==> src/rtl/exec_seq_pkg.sv <==
// Shared definitions for the execution sequencer: state encoding and parameter defaults.
// The state encoding is also the debug-LED code driven on seq_state.
package exec_seq_pkg;

    typedef enum logic [2:0] {
        ST_BOOT     = 3'd0,
        ST_BIOS_RUN = 3'd1,
        ST_SWAP     = 3'd2,
        ST_USER_RUN = 3'd3,
        ST_WAIT_IN  = 3'd4,
        ST_OUT_WAIT = 3'd5,
        ST_HALTED   = 3'd6
    } seq_state_t;

    localparam int ADDR_W_DEF   = 10;
    localparam int OUT_HOLD_DEF = 4;
    localparam int CNT_W_DEF    = 16;

    // Smallest counter width able to hold OUT_HOLD-1 (at least one bit).
    function automatic int hold_width(input int hold);
        return (hold > 1) ? $clog2(hold) : 1;
    endfunction

endpackage

==> src/rtl/seq_hold_timer.sv <==
// Loadable down-counter for the OUT display-settle stall.
// done is high whenever the count has reached zero; the count parks at zero.
module seq_hold_timer #(
    parameter int W = 2
) (
    input  logic         clock,
    input  logic         rst,
    input  logic         load,
    input  logic [W-1:0] load_val,
    output logic         done
);

    logic [W-1:0] cnt;

    always_ff @(posedge clock or negedge rst) begin
        if (!rst) begin
            cnt <= '0;
        end else if (load) begin
            cnt <= load_val;
        end else if (cnt != '0) begin
            cnt <= cnt - 1'b1;
        end
    end

    assign done = (cnt == '0);

endmodule

==> src/rtl/exec_sequencer.sv <==
// Run-state sequencer for the single-cycle MIPS core: BIOS boot, swap to user memory,
// IN/OUT stalls, single-step and halt. Define SEQ_INSTR_COUNT_EN to build the retired-instruction counter.
//
// state    | meaning
// BOOT     | clear PC after reset, nothing retires
// BIOS_RUN | executing from BIOS
// SWAP     | BIOS halted; clear PC and switch to instruction memory
// USER_RUN | executing from instruction memory
// WAIT_IN  | IN decoded; wait for a button press to latch the switches
// OUT_WAIT | OUT retired; hold so the displays settle
// HALTED   | user HLT; stopped until reset
module exec_sequencer
    import exec_seq_pkg::*;
#(
    parameter int ADDR_W   = ADDR_W_DEF,
    parameter int OUT_HOLD = OUT_HOLD_DEF,
    parameter int CNT_W    = CNT_W_DEF
) (
    input  logic             clock,
    input  logic             rst,
    input  logic             halt_i,
    input  logic             in_req,
    input  logic             out_req,
    input  logic             btn_pulse,
    input  logic             step_mode,
    output logic             pc_en,
    output logic             pc_clear,
    output logic             change_source,
    output logic             halted,
    output logic [2:0]       seq_state,
    output logic [CNT_W-1:0] instr_count
);

    localparam int HOLD_W = hold_width(OUT_HOLD);
    localparam logic [HOLD_W-1:0] HOLD_LOAD = (OUT_HOLD > 0) ? HOLD_W'(OUT_HOLD - 1) : '0;
    localparam bit HOLD_EN = (OUT_HOLD > 0);

    if (ADDR_W < 1 || CNT_W < 1 || OUT_HOLD < 0) begin : g_bad_cfg
        $error("exec_sequencer: invalid parameter set");
    end

    seq_state_t state, state_nx;
    logic       ret_user, ret_nx;
    logic       hold_load, hold_done;
    logic       gate;
    seq_state_t ret_target;

    seq_hold_timer #(.W(HOLD_W)) u_hold (
        .clock    (clock),
        .rst      (rst),
        .load     (hold_load),
        .load_val (HOLD_LOAD),
        .done     (hold_done)
    );

    always_ff @(posedge clock or negedge rst) begin
        if (!rst) begin
            state    <= ST_BOOT;
            ret_user <= 1'b0;
        end else begin
            state    <= state_nx;
            ret_user <= ret_nx;
        end
    end

    assign gate       = step_mode ? btn_pulse : 1'b1;
    assign ret_target = ret_user ? ST_USER_RUN : ST_BIOS_RUN;

    always_comb begin
        state_nx  = state;
        ret_nx    = ret_user;
        pc_en     = 1'b0;
        hold_load = 1'b0;
        case (state)
            ST_BOOT: state_nx = ST_BIOS_RUN;
            ST_BIOS_RUN, ST_USER_RUN: begin
                if (halt_i) begin
                    state_nx = (state == ST_USER_RUN) ? ST_HALTED : ST_SWAP;
                end else if (in_req) begin
                    // A button press in the decode cycle is deliberately dropped.
                    state_nx = ST_WAIT_IN;
                    ret_nx   = (state == ST_USER_RUN);
                end else begin
                    pc_en = gate;
                    if (out_req && gate && HOLD_EN) begin
                        state_nx  = ST_OUT_WAIT;
                        ret_nx    = (state == ST_USER_RUN);
                        hold_load = 1'b1;
                    end
                end
            end
            ST_SWAP: state_nx = ST_USER_RUN;
            ST_WAIT_IN: begin
                if (btn_pulse) begin
                    pc_en    = 1'b1;
                    state_nx = ret_target;
                end
            end
            ST_OUT_WAIT: begin
                if (hold_done) begin
                    state_nx = ret_target;
                end
            end
            ST_HALTED: state_nx = ST_HALTED;
            default:   state_nx = ST_BOOT;
        endcase
    end

    assign pc_clear      = (state == ST_BOOT) || (state == ST_SWAP);
    assign halted        = (state == ST_HALTED);
    assign seq_state     = state;
    assign change_source = (state == ST_USER_RUN) || (state == ST_HALTED) ||
                           (((state == ST_WAIT_IN) || (state == ST_OUT_WAIT)) && ret_user);

`ifdef SEQ_INSTR_COUNT_EN
    always_ff @(posedge clock or negedge rst) begin
        if (!rst) begin
            instr_count <= '0;
        end else if (pc_en) begin
            instr_count <= instr_count + 1'b1;
        end
    end
`else
    assign instr_count = '0;
`endif

endmodule

==> config.mk <==
export PLATFORM = sky130hd
export DESIGN_NAME = exec_sequencer
export DESIGN_NICKNAME = d
export VERILOG_FILES = /design/src/rtl/exec_seq_pkg.sv /design/src/rtl/seq_hold_timer.sv /design/src/rtl/exec_sequencer.sv
export SDC_FILE = /design/constraint.sdc
export NUM_CORES = 1
export LEC_CHECK = 0
export CAP_MARGIN = 20
export CORE_ASPECT_RATIO = 1.1
export CORE_MARGIN = 4
export CORE_UTILIZATION = 34
export CTS_CLUSTER_DIAMETER = 80
export DETAILED_ROUTE_END_ITERATION = 8
export PLACE_DENSITY = 0.74
export SLEW_MARGIN = 40
export SYNTH_ARGS = -nofsm -noshare
export SYNTH_HDL_FRONTEND = slang
export SYNTH_HIERARCHICAL = 1
export SYNTH_SLANG_ARGS = --single-unit
export TNS_END_PERCENT = 1
==> constraint.sdc <==
create_clock -name clock -period 1.3 [get_ports clock]
set_clock_uncertainty 0.2 [all_clocks]
set_input_delay 0.26 -clock clock [delete_from_list [all_inputs] [get_ports clock]]
set_output_delay 0.26 -clock clock [all_outputs]
set_load 0.1 [all_outputs]
==> flow_summary.json, run 1 <==
{
  "fin_ws_ns": -0.521,
  "yosys.area.top_type": "dfrtp_1",
  "routed_wl_um": 1480,
  "maxCapViolCount": 0,
  "synth_top_area_share_pct": 26.2,
  "seq_area_frac_synth_pct": 26.2,
  "place.detailed.hpwl_um": 1200,
  "path_cells": "and2b_4 -> o21ai_2 -> nand2_4 -> buf_12",
  "num_vias": 555,
  "grt_max_degree": 10,
  "post_dp_cell_area_sq_um": 870,
  "antenna_found_initial": 0,
  "cts-buffers-inserted": 3,
  "drc_errors": 0,
  "drtIter0Drc": 12,
  "finalNetCount": 112,
  "rsz0062_at_grt": "yes",
  "dieArea_sq_um": 2410,
  "timing.hold.ws_ns": 0.0621,
  "die_w_um": 47.1,
  "syn_inst": 72,
  "layout-drive-gt1-share_pct": 43.7,
  "htree_levels": 1,
  "hold_violations": 0,
  "syn_to_final_growth_pct": 65.5,
  "gp_congestion": 0.758,
  "coreArea_sq_um": 1580,
  "track_usage_pct": 14.3,
  "cp-end-kind": "output pin",
  "ys_warn_count": 6,
  "io_buffer_count": 13,
  "die_height_um": 51.1,
  "rows": 15,
  "start_util_pct": 36.3,
  "ys_ff_latch": 6,
  "critPathTopFamily": "flip-flops",
  "overflow": 0,
  "grt_pass1_wl_um": 2500,
  "critPathMaxStageDelay_ns": 0.50,
  "final_core_utilization_pct": 60.2,
  "post-route-min-period_ns": 1.82,
  "final-instance-count-excl-fill": 120,
  "yosys.cell_types.count": 28,
  "postRouteAntennaNets": 0,
  "crit_slowest_cell": "dfrtp_4",
  "ctsHoldBuffers": 0,
  "insertion_delay_ns": 0.25,
  "cts_tree": "done",
  "finalInstanceArea_sq_um": 948,
  "antennaDiodeCount": 0,
  "cts_buffer_depth": 2,
  "setup_violations": 13,
  "num_io_pins": 30,
  "required_ns": 0.84,
  "crit_path_max_fanout": 4,
  "cp.arrival_ns": 1.36,
  "synth_area_leaders": "dfrtp_1 26%, buf_4 21%, nand2_1 5.9%",
  "critical_path_class": "flip-flop to output pin",
  "layout_commonest_cell": "conb_1",
  "slew_violations": 0,
  "syn_area_per_cell_sq_um": 7.96,
  "cts_num_sinks": 6,
  "grt_pass1_vias": 603,
  "most-common-layout-cells": "18 x conb_1, 11 x buf_4, 7 x buf_12",
  "dp.cells": 115,
  "routed_via_density": 4.63,
  "netlist_area_sq_um": 573,
  "period_share_pct": 140,
  "status": "finished, violations left",
  "wl_per_cell_um": 12.4,
  "max_freq_ghz": 0.549,
  "dr.pass1.iters": 4,
  "hp-class": "primary input to asynchronous set/reset pin",
  "cts_root_buffer": "clkbuf_4",
  "cts.clk_slew.worst_paths_ns": 0.05,
  "violations": "negative setup slack",
  "start_kind": "flip-flop",
  "path_buf_inv": 1
}
[flip-flops by register name, indices dropped and copies added, names as in the netlist]
signal      flops
seq_state       3
ret_user        1
u_hold/cnt      2
[logic make-up after synthesis]
| group | count (synthesis) | share of synthesized area (%) |
|---|---|---|
| other | 2 | 1.31 |
| DFF | 6 | 26.2 |
| AOI/OAI and AO/OA | 11 | 12.4 |
| buffers and inverters | 20 | 24.9 |
| and+or+nand+nor | 29 | 27.1 |
| muxes | 2 | 4.37 |
| adders and majority gates | 1 | 2.18 |
| xor gates and xnor gates | 1 | 1.53 |
[cell type report]
class                           count  area, sq um
Multi-Input combinational cell     62          403
Clock buffer                        4         26.3
Inverter                            3         11.3
Fill cell                         130          628
Tap cell                           17         21.3
Sequential cell                     6          159
Timing Repair Buffer               28          328
[through the flow]
stage / setup slack (ns) / setup TNS, ns
global placement: -0.418 / -2.70
global route: -0.550 / -4.06
CTS: -0.524 / -3.42
floorplan: -0.647 / -4.39
finish: -0.521 / -3.47
detailed placement: -0.441 / -2.93
[metal layers]
layer | vias up | global-route usage (%) | routed length (um)
met3 | 7 | 2.82 | 130
met5 | - | 0 | 0
met1 | 254 | 13.0 | 469
li1 | 260 | - | -
met4 | 0 | 8.29 | 50
met2 | 34 | 27.1 | 833
[cells in the mapped netlist, drive strengths merged]
library cell / n
buf: 17
xor2: 1
mux2i: 1
o211ai: 1
a22o: 1
inv: 3
o21a: 1
nand2: 9
and2b: 1
dfrtp: 6
nor2: 8
a21oi: 3
nand2b: 3
conb: 2
nand3: 2
o21ai: 4
nor3: 1
mux2: 1
ha: 1
nor2b: 1
and2: 1
nand3b: 2
or2b: 1
o31a: 1
[worst paths after layout]
check / to / slack (ns) / start / depth (start not counted)
max: change_source / -0.52 / seq_state[0]$_DFFE_PN0P_ / 4
min: seq_state[2]$_DFFE_PN0P_ / 0.06 / rst / 1
max reg2reg: seq_state[1]$_DFFE_PN0P_ / -0.26 / seq_state[0]$_DFFE_PN0P_ / 6
min reg2reg: ret_user$_DFFE_PN0P_ / 0.35 / ret_user$_DFFE_PN0P_ / 1
max in group asynchronous: seq_state[0]$_DFFE_PN0P_ / 0.59 / rst / 1
min in group clock: ret_user$_DFFE_PN0P_ / 0.35 / ret_user$_DFFE_PN0P_ / 1
[timing repair]
item / 4_1_cts / 5_1_grt
pin swaps: 8 / 0
setup buffers: 1 / 0
gates resized for setup: 12 / 1
hold endpoints to repair: 0 / 0
setup endpoints to repair: 13 / 13
Power of run 1 is not shown: default switching activity piles up to over one toggle a cycle in this logic, so the estimate is an artifact.
==> run 2: changes to the inputs <==
- HOLD_SLACK_MARGIN: default -> 0.06
- SLEW_MARGIN: 40 -> default
==> results of run 2 <==
Final layout, timing and power as in run 1 (identical DEF).
Power of run 2 is left out for the same reason.
==> RTL change, RTL diff (settings of run 2) <==
The package constant `OUT_HOLD_DEF` goes from 4 to 5.
--- a/src/rtl/exec_seq_pkg.sv
+++ b/src/rtl/exec_seq_pkg.sv
@@ -13,7 +13,7 @@
     } seq_state_t;
 
     localparam int ADDR_W_DEF   = 10;
-    localparam int OUT_HOLD_DEF = 4;
+    localparam int OUT_HOLD_DEF = 5;
     localparam int CNT_W_DEF    = 16;
 
     // Smallest counter width able to hold OUT_HOLD-1 (at least one bit).
Formal check against the unedited RTL: not equivalent (Yosys sat finds a counterexample within 10 cycles, from zero or initial values and one cycle with rst low).
==> RTL change against run 2 <==
The run still ends with negative setup slack left; hold slack gained 0.00079 ns; worst setup slack gained 0.015 ns; global-route usage shrank 2.0 points; fmax grew 0.80%; via count grew 12%; sequential cell count grew 1; non-clock buffer count grew 3; area after synthesis grew 15%; routed wire length grew 11%; sequential share of layout area is essentially flat; final area grew 15%; critical path depth is the same; highest routed layer unchanged.
==> RTL change: results <==
set metrics [dict create \
    timing.final.setup_violations 14 \
    clk_latency_ns 0.24 \
    m1_wl_um 635 \
    post_route_cells_drive_above_1_share_pct 44.8 \
    i_o_buffers 13 \
    grt_first_pass_wirelength_mm 2.52 \
    maxCapViolCount 0 \
    netlist_top_cells_count "sky130_fd_sc_hd__buf_4 (16), sky130_fd_sc_hd__nand2_1 (8), sky130_fd_sc_hd__dfrtp_1 (7), sky130_fd_sc_hd__nor2_1 (7), sky130_fd_sc_hd__inv_1 (6)" \
    critPathMaxFanout 4 \
    antenna_found_initial 0 \
    failed_checks "negative setup slack" \
    nNetsFinal 126 \
    top_layer_used "met4" \
    post_route_setup_tns_ns -4.38 \
    groute.usage.overall_pct 12.3 \
    pwr.group.combinational_mw 2.52 \
    outcome "finished, violations left" \
    initialDrtViolationCount 10 \
    synth_seq_area_share_pct 26.5 \
    wirelength_mm 1.64 \
    vdd.ir_drop.worst_uv 1820 \
    wl_met2_um 868 \
    cts_max_path_buffers 2 \
    synth_ff_type "sky130_fd_sc_hd__dfrtp_1" \
    grt_start_max_net_pins 10 \
    fillerInstances 131 \
    post_synth_main_area_contributors "sky130_fd_sc_hd__dfrtp_1 (27%), sky130_fd_sc_hd__buf_4 (18%), sky130_fd_sc_hd__nand2_1 (4.5%)" \
    worst_case_setup_margin_in_the_final_layout_ns -0.506 \
    min_path_type "input pin to async pin" \
    antenna-diode-count 0 \
    place_congestion 0.842 \
    ctsRootBufferMaster "sky130_fd_sc_hd__clkbuf_4" \
    post_layout_nonfiller_instances 143 \
    detailedPlacementHpwl_mm 1.24 \
    grt.met3_usage_pct 2.45 \
    place_ws_ns -0.594 \
    first_global_vias 604 \
    grtUsageMet1_pct 14.1 \
    met2_layer_usage_reported_by_global_route_pct 22.8 \
    synth-async-reset-ratio_pct 100 \
    synth.avg_cell_area_um2 8.16 \
    p_sw_share_pct 52.6 \
    met3WireLength_um 93 \
    detail_route.first_pass.iterations 4 \
    tritoncts.num_buffers 3 \
    htree_num_levels 1 \
    leakage_nw 0.509 \
    powerClk_uw 190 \
    clkTransAtPathRegs_ns 0.05 \
    critical_path_arrival_ns 1.35 \
    yosys_warnings 6 \
    netlist-cell-type-count 30 \
    vias_after_detailed_routing 620 \
]
[RTL change: cell type report]
cell class	count	share of cell area, %
clock buffer	4	2.40
timing repair buffer	31	32.0
tap	27	3.09
multi-input combinational	68	43.4
sequential	7	16.8
inverter	6	2.29
[RTL change: worst max-delay path, stage by stage, from the launching register on]
cell and delay [ns]:
sky130_fd_sc_hd__dfrtp_4 0.48, sky130_fd_sc_hd__and2b_4 0.29, sky130_fd_sc_hd__nand3_2 0.07, sky130_fd_sc_hd__nand2_2 0.08
sky130_fd_sc_hd__buf_12 0.17
[RTL change: kinds of logic after synthesis]
| group | count (synthesis) | synth area share (%) |
|---|---|---|
| AND/OR/NAND/NOR | 33 | 29.2 |
| buffers and inverters | 23 | 23.3 |
| AO/OA/AOI/OAI | 12 | 12.3 |
| flip-flops | 7 | 26.5 |
| multiplexers | 2 | 3.79 |
| adder cells (fa/ha/maj) | 2 | 3.79 |
| other | 2 | 1.14 |
[RTL change: timing repair]
| item | CTS | global route |
|---|---|---|
| endpoints found under the setup margin | 14 | 14 |
| pin swaps | 11 | 2 |
| buffers inserted | 1 | 1 |
| gates resized for setup | 13 | 4 |
[RTL change: metrics by stage]
stage	utilization, %	area, um^2	total power [mW]
2_1_floorplan	-	766	1.95
3_3_place_gp	54.3	988	2.66
3_5_place_dp	54.3	988	2.70
4_1_cts	58.2	1060	3.03
5_1_grt	60.1	1090	3.32
6_report	60.1	1090	3.15
[RTL change: path summary, 6_finish.rpt]
kind	from	to	slack [ns]	cells past startpoint
hold reg to reg	ret_user	ret_user	0.33	1
max in group asynchronous	rst	seq_state[2]	0.58	1
setup / recovery	seq_state[2]	pc_en	-0.51	4
setup reg to reg	seq_state[2]	u_hold/cnt[1]	-0.40	6
min in group clock	ret_user	ret_user	0.33	1
hold / removal	rst	ret_user	0.06	1
